--- config.mk ---
export PLATFORM = sky130hd
export DESIGN_NAME = nibble_serial_addsub
export DESIGN_NICKNAME = d
export VERILOG_FILES = /design/src/rtl/nibble_serial_addsub_pkg.sv /design/src/rtl/nibble_serial_addsub_cla.sv /design/src/rtl/nibble_serial_addsub.sv
export SDC_FILE = /design/constraint.sdc
export NUM_CORES = 1
export LEC_CHECK = 0
export ABC_AREA = 1
export ABC_CLOCK_PERIOD_IN_PS = 3800
export CORE_MARGIN = 4
export CORE_UTILIZATION = 50
export CTS_BUF_LIST = sky130_fd_sc_hd__clkbuf_8
export CTS_CLUSTER_DIAMETER = 200
export DETAILED_ROUTE_END_ITERATION = 8
export GPL_TIMING_DRIVEN = 0
export HOLD_SLACK_MARGIN = 0.15
export PLACE_DENSITY = 0.82
export SLEW_MARGIN = 20
export SYNTH_ARGS = -nofsm -noshare
export SYNTH_HDL_FRONTEND = slang
export SYNTH_SLANG_ARGS = --single-unit
--- constraint.sdc ---
create_clock -name clk -period 3.8 [get_ports clk]
set_clock_uncertainty 0.2 [all_clocks]
set_input_delay 0.76 -clock clk [delete_from_list [all_inputs] [get_ports clk]]
set_output_delay 0.76 -clock clk [all_outputs]
set_load 0.05 [all_outputs]
--- src/rtl/nibble_serial_addsub_pkg.sv ---
// Shared types and constants for the nibble-serial add/subtract sequencer.
package nibble_serial_addsub_pkg;

  localparam int NIB_W = 4;

  localparam logic OP_ADD = 1'b0;
  localparam logic OP_SUB = 1'b1;

  typedef enum logic [1:0] {
    S_IDLE    = 2'd0,
    S_RUN     = 2'd1,
    S_DONE    = 2'd2,
    S_ILLEGAL = 2'd3
  } state_t;

endpackage

--- src/rtl/nibble_serial_addsub_cla.sv ---
// 4-bit carry-lookahead adder shared by every nibble step of the sequencer.
module carry_look_adder (
  input  logic [3:0] a,
  input  logic [3:0] b,
  input  logic       cin,
  output logic [3:0] sum,
  output logic       cout
);

  logic [3:0] g;
  logic [3:0] p;
  logic [4:0] c;

  assign g = a & b;
  assign p = a ^ b;

  // Carries expanded in two-level form so no carry ripples through p/g.
  assign c[0] = cin;
  assign c[1] = g[0] | (p[0] & cin);
  assign c[2] = g[1] | (p[1] & g[0]) | (p[1] & p[0] & cin);
  assign c[3] = g[2] | (p[2] & g[1]) | (p[2] & p[1] & g[0]) | (p[2] & p[1] & p[0] & cin);
  assign c[4] = g[3] | (p[3] & g[2]) | (p[3] & p[2] & g[1]) | (p[3] & p[2] & p[1] & g[0])
              | (p[3] & p[2] & p[1] & p[0] & cin);

  assign sum  = p ^ c[3:0];
  assign cout = c[4];

endmodule

--- src/rtl/nibble_serial_addsub.sv ---
// WIDTH-bit add/subtract sequenced one nibble per cycle through a single 4-bit CLA,
// with valid/ready handshakes on the request and result sides.
module nibble_serial_addsub
  import nibble_serial_addsub_pkg::*;
#(
  parameter int WIDTH = 16
) (
  input  logic             clk,
  input  logic             rst,
  input  logic             start_valid,
  output logic             start_ready,
  input  logic             op_sub,
  input  logic [WIDTH-1:0] a,
  input  logic [WIDTH-1:0] b,
  output logic             res_valid,
  input  logic             res_ready,
  output logic [WIDTH-1:0] result,
  output logic             cout,
  output logic             overflow,
  output logic             busy
);

  localparam int NIBBLES = WIDTH / NIB_W;
  localparam int CNT_W   = $clog2(NIBBLES);
  localparam logic [CNT_W-1:0] LAST_CNT = CNT_W'(NIBBLES - 1);

  state_t state;
  state_t state_next;

  logic [CNT_W-1:0]       cnt;
  logic                   carry;
  logic [WIDTH-1:0]       a_sh;
  logic [WIDTH-1:0]       b_sh;
  logic [WIDTH-NIB_W-1:0] sum_sh;
  logic                   a_msb;
  logic                   b_msb;
  logic [WIDTH-1:0]       b_eff;
  logic [NIB_W-1:0]       cla_sum;
  logic                   cla_cout;
  logic [WIDTH-1:0]       sum_next;
  logic                   last_nib;

  assign b_eff    = (op_sub == OP_SUB) ? ~b : b;
  assign last_nib = (cnt == LAST_CNT);
  assign sum_next = {cla_sum, sum_sh};

  carry_look_adder u_cla (
    .a    (a_sh[NIB_W-1:0]),
    .b    (b_sh[NIB_W-1:0]),
    .cin  (carry),
    .sum  (cla_sum),
    .cout (cla_cout)
  );

  always_ff @(posedge clk) begin
    if (rst) begin
      state <= S_IDLE;
    end else begin
      state <= state_next;
    end
  end

  always_comb begin
    state_next = state;
    case (state)
      S_IDLE: begin
        if (start_valid) state_next = S_RUN;
        else             state_next = S_IDLE;
      end
      S_RUN: begin
        if (last_nib) state_next = S_DONE;
        else          state_next = S_RUN;
      end
      S_DONE: begin
        if (res_ready) state_next = S_IDLE;
        else           state_next = S_DONE;
      end
      default: state_next = S_IDLE;
    endcase
  end

  // Partial sums accumulate in sum_sh so result only changes when an operation completes.
  always_ff @(posedge clk) begin
    if (rst) begin
      cnt      <= '0;
      carry    <= 1'b0;
      a_sh     <= '0;
      b_sh     <= '0;
      sum_sh   <= '0;
      a_msb    <= 1'b0;
      b_msb    <= 1'b0;
      result   <= '0;
      cout     <= 1'b0;
      overflow <= 1'b0;
    end else begin
      case (state)
        S_IDLE: begin
          if (start_valid) begin
            a_sh  <= a;
            b_sh  <= b_eff;
            carry <= (op_sub == OP_SUB);
            a_msb <= a[WIDTH-1];
            b_msb <= b_eff[WIDTH-1];
            cnt   <= '0;
          end
        end
        S_RUN: begin
          sum_sh <= sum_next[WIDTH-1:NIB_W];
          a_sh   <= a_sh >> NIB_W;
          b_sh   <= b_sh >> NIB_W;
          carry  <= cla_cout;
          cnt    <= cnt + CNT_W'(1);
          if (last_nib) begin
            result   <= sum_next;
            cout     <= cla_cout;
            overflow <= (a_msb ~^ b_msb) & (cla_sum[NIB_W-1] ^ a_msb);
          end
        end
        default: begin
        end
      endcase
    end
  end

  assign start_ready = (state == S_IDLE);
  assign res_valid   = (state == S_DONE);
  assign busy        = (state != S_IDLE);

endmodule
==> results of run 1 <==
[area by class of cell]
type | instances | area share, %
Tap cell | 72 | 2.35
Inverter | 40 | 4.05
Clock buffer | 9 | 3.24
Multi-Input combinational cell | 243 | 34.2
Sequential cell | 69 | 36.1
Timing Repair Buffer | 56 | 14.6
Buffer | 20 | 3.47
Clock inverter | 7 | 1.93
[through the flow]
stage	hold WS, ns	std cells	instance area [µm²]	worst slack, ns	total power [mW]
after detailed placement	0.249	500	3630	1.33	1.06
after CTS	0.261	516	3830	1.03	1.64
final	0.262	516	3830	1.06	1.64
after floorplan	0.229	372	2980	1.74	0.967
after global routing	0.286	516	3830	0.969	1.70
after global placement	0.246	500	3630	1.37	1.05
[power groups by stage]
stage               registers [mW]  logic (mW)  clock network (mW)
global placement             0.802       0.248                   0
floorplan                    0.799       0.168                   0
detailed placement           0.803       0.255                   0
CTS                          0.786       0.257               0.599
finish                       0.787       0.256               0.594
global route                 0.791       0.284               0.630
[state kept, by name, indices dropped and copies added (netlist names)]
name and flops:
cout 1, state 2, overflow 1, a_msb 1
b_sh 16, sum_sh 12, cnt 2, a_sh 16
b_msb 1, carry 1, result 16
[logic make-up (layout without fill, tap and decap cells)]
logic type | after synthesis | in the layout
compound gates | 96 | 96
xor+xnor | 18 | 18
fa+ha+maj | 6 | 6
buf+inv | 60 | 132
flops | 69 | 69
simple gates | 123 | 123
[how the worst max path moves through the flow]
stage / start / endpoint / depth (start not counted)
after CTS: state[1] / res_valid / 3
after detailed placement: rst / result[14] / 6
after floorplan: state[1] / res_valid / 2
after global placement: rst / result[14] / 6
final: state[1] / res_valid / 3
after global routing: state[1] / res_valid / 3
[cell usage in the layout (no fill, tap or decap), types with 3 or more instances in the layout]
cell type,count
clkbuf_1,6
inv_6,3
o211ai_1,12
nor2_1,13
buf_2,6
o22ai_1,5
clkbuf_8,9
xnor2_1,15
dfxtp_1,69
nand2_1,89
xor2_1,3
a21oi_1,23
nand3_1,12
inv_1,35
clkdlybuf4s50_1,56
a31oi_1,12
o21ai_0,34
o21ai_1,3
ha_1,5
buf_6,6
inv_2,3
[worst register-to-register path: stages (launching register included)]
cell	delay [ns]
dfxtp_1	0.33
ha_1	0.34
or2_2	0.29
nand2_1	0.11
nand2_1	0.08
nand2_1	0.10
nand2_1	0.10
o21bai_1	0.14
inv_1	0.05
[metal layers]
metal	vias to the layer above	global-route usage, %
met3	9	4.08
met4	0	8.49
met5	-	0
li1	1358	-
met1	1206	23.8
met2	74	31.8
==> flow_metrics.tcl, run 1 <==
set metrics [dict create \
    slowest_delay_ns 0.83 \
    clk_pin_slew_ns 0.07 \
    wl_per_cell_um 13.3 \
    pin_count 58 \
    outcome "completed" \
    layout_min_cycle_time_ns 2.74 \
    dp_hpwl_um 5100 \
    worstSetupPathType "register to output pin" \
    final_net_count 482 \
    core_area_mm2 0.00564 \
    final-setup-viol-count 0 \
    synth.most_common_cell "nand2_1" \
    htreeDepth 3 \
    rr_startpoint "a_sh[2]" \
    comb_power_share_pct 15.7 \
    first_pass_iters 4 \
    synth_simple_gate_area_share_pct 17.3 \
    synth_top_cells_by_count "nand2_1 (89), dfxtp_1 (69), inv_1 (35)" \
    ctsHoldBuffers 0 \
    crit_path_start_kind "register" \
    grt_overflow 0 \
    synth_cells 372 \
    ys_ff_latch 69 \
    vias 2647 \
    met2_wirelength_um 3270 \
    clk_latency_ns 0.34 \
    drc 0 \
    post_cts_buffers 0 \
    whs_path_depth 2 \
    drt_iter0_markers 112 \
    slew_headroom_pct 66.6 \
    fillers 450 \
    crit_fanout 2 \
    synth_top_family_by_area "compound AO/OA/AOI/OAI gates" \
    cts_buffer_depth 2 \
    vdd_ir_drop_max_v 0.000294 \
    p_int_mw 1.19 \
    io_buffers 56 \
    power_frac_seq_pct 48.1 \
    cts_made_buffers 9 \
    synth_top_cell_by_area "dfxtp_1" \
    p_switching_mw 0.451 \
    crit_slowest_cell "clkdlybuf4s50_1" \
    max_freq_mhz 365 \
    grt_max_degree 14 \
    synth_xor_area_share_pct 5.29 \
    synth_nets 415 \
    highest_layer "met4" \
    cts.sinks 69 \
    rsz0062_at_grt "false" \
    finish.utilization_pct 67.8 \
    initial_core_util_pct 52.8 \
    rr_endpoint "cout" \
    slew_violations 0 \
    drv_cap 0 \
    switching_share_pct 27.6 \
    ant_nets 0 \
    synth_edf_count 0 \
    critPathTopFamily "buffers and inverters" \
    end_kind "output pin" \
    met3WireLength_um 443 \
    powerDensity_mw_per_mm2 428 \
    hold_end "a_sh[14]" \
    die_x_um 85.2 \
    synth_top_area_share_pct 46.4 \
    grt_usage_pct 19.2 \
    die_area_mm2 0.00726 \
    fin_setup_tns_ns 0 \
    leakagePower_nw 1.60 \
    multi_input_area_mm2 0.00131 \
    vias_per_cell 5.13 \
    yosysSeqAreaShare_pct 46.4 \
    ctsResizeCount 0 \
    synth_fa_ha_area_share_pct 2.77 \
    synth_flop_cell "dfxtp_1" \
    synth.distinct_cells 36 \
    worstHoldStart "a_sh[14]" \
    worst_slew_pin_slew_ns 0.499 \
    clk_root_buffer_cell "clkbuf_8" \
    syn_avg_cell_area_um2 8.01 \
    grt_pass1_vias 2415 \
    syn_to_final_growth_pct 28.5 \
    worstPathCellList "inv_1 > nor2_1 > clkdlybuf4s50_1" \
    r2r_cells 8 \
    cts_tree "built" \
    rows 27 \
    regArea_mm2 0.00138 \
    grt_first_pass_wirelength_um 11100 \
    required_ns 2.84 \
    synth_compound_area_share_pct 18.6 \
    num_antenna_cells 0 \
    reg2reg_slack_ns 1.95 \
    hold_violations 0 \
    async_flop_share_pct 0 \
    antenna_found_initial 0 \
    cp.buffers_inverters 2 \
    syn_area_mm2 0.00298 \
    wl_met1_um 3030 \
    wirelength_um 6860 \
    drive_gt1_share_pct 9.23 \
    arrival_ns 1.78 \
    dieHeight_um 85.2 \
    ys.warnings.count 0 \
    ys_top_cells_by_area "dfxtp_1 (46%), nand2_1 (11%), o21ai_0 (5.7%)" \
    synthMuxAreaShare_pct 0 \
    globalplace.congestion 0.859 \
    hold_path_class "register to register" \
    fin_crit_sh_pct 72.0 \
    clockPowerShare_pct 36.3 \
]
(Power assumes the default switching activity.)
==> inputs of run 2 (changes only) <==
- ABC_CLOCK_PERIOD_IN_PS: 3800 -> 2800
- clock period: 3.8 -> 2.8 ns (I/O delays scaled with it)
==> results of run 2 <==
Same layout as run 1 (identical final DEF). Status: completed.
Among the figures that moved: setup slack after placement 1.33 ns -> 0.528 ns; setup slack after layout 1.06 ns -> 0.263 ns; register-to-register setup slack 1.95 ns -> 0.95 ns; total power 1.64 mW -> 2.22 mW; worst IR drop on VDD 0.000294 V -> 0.000400 V
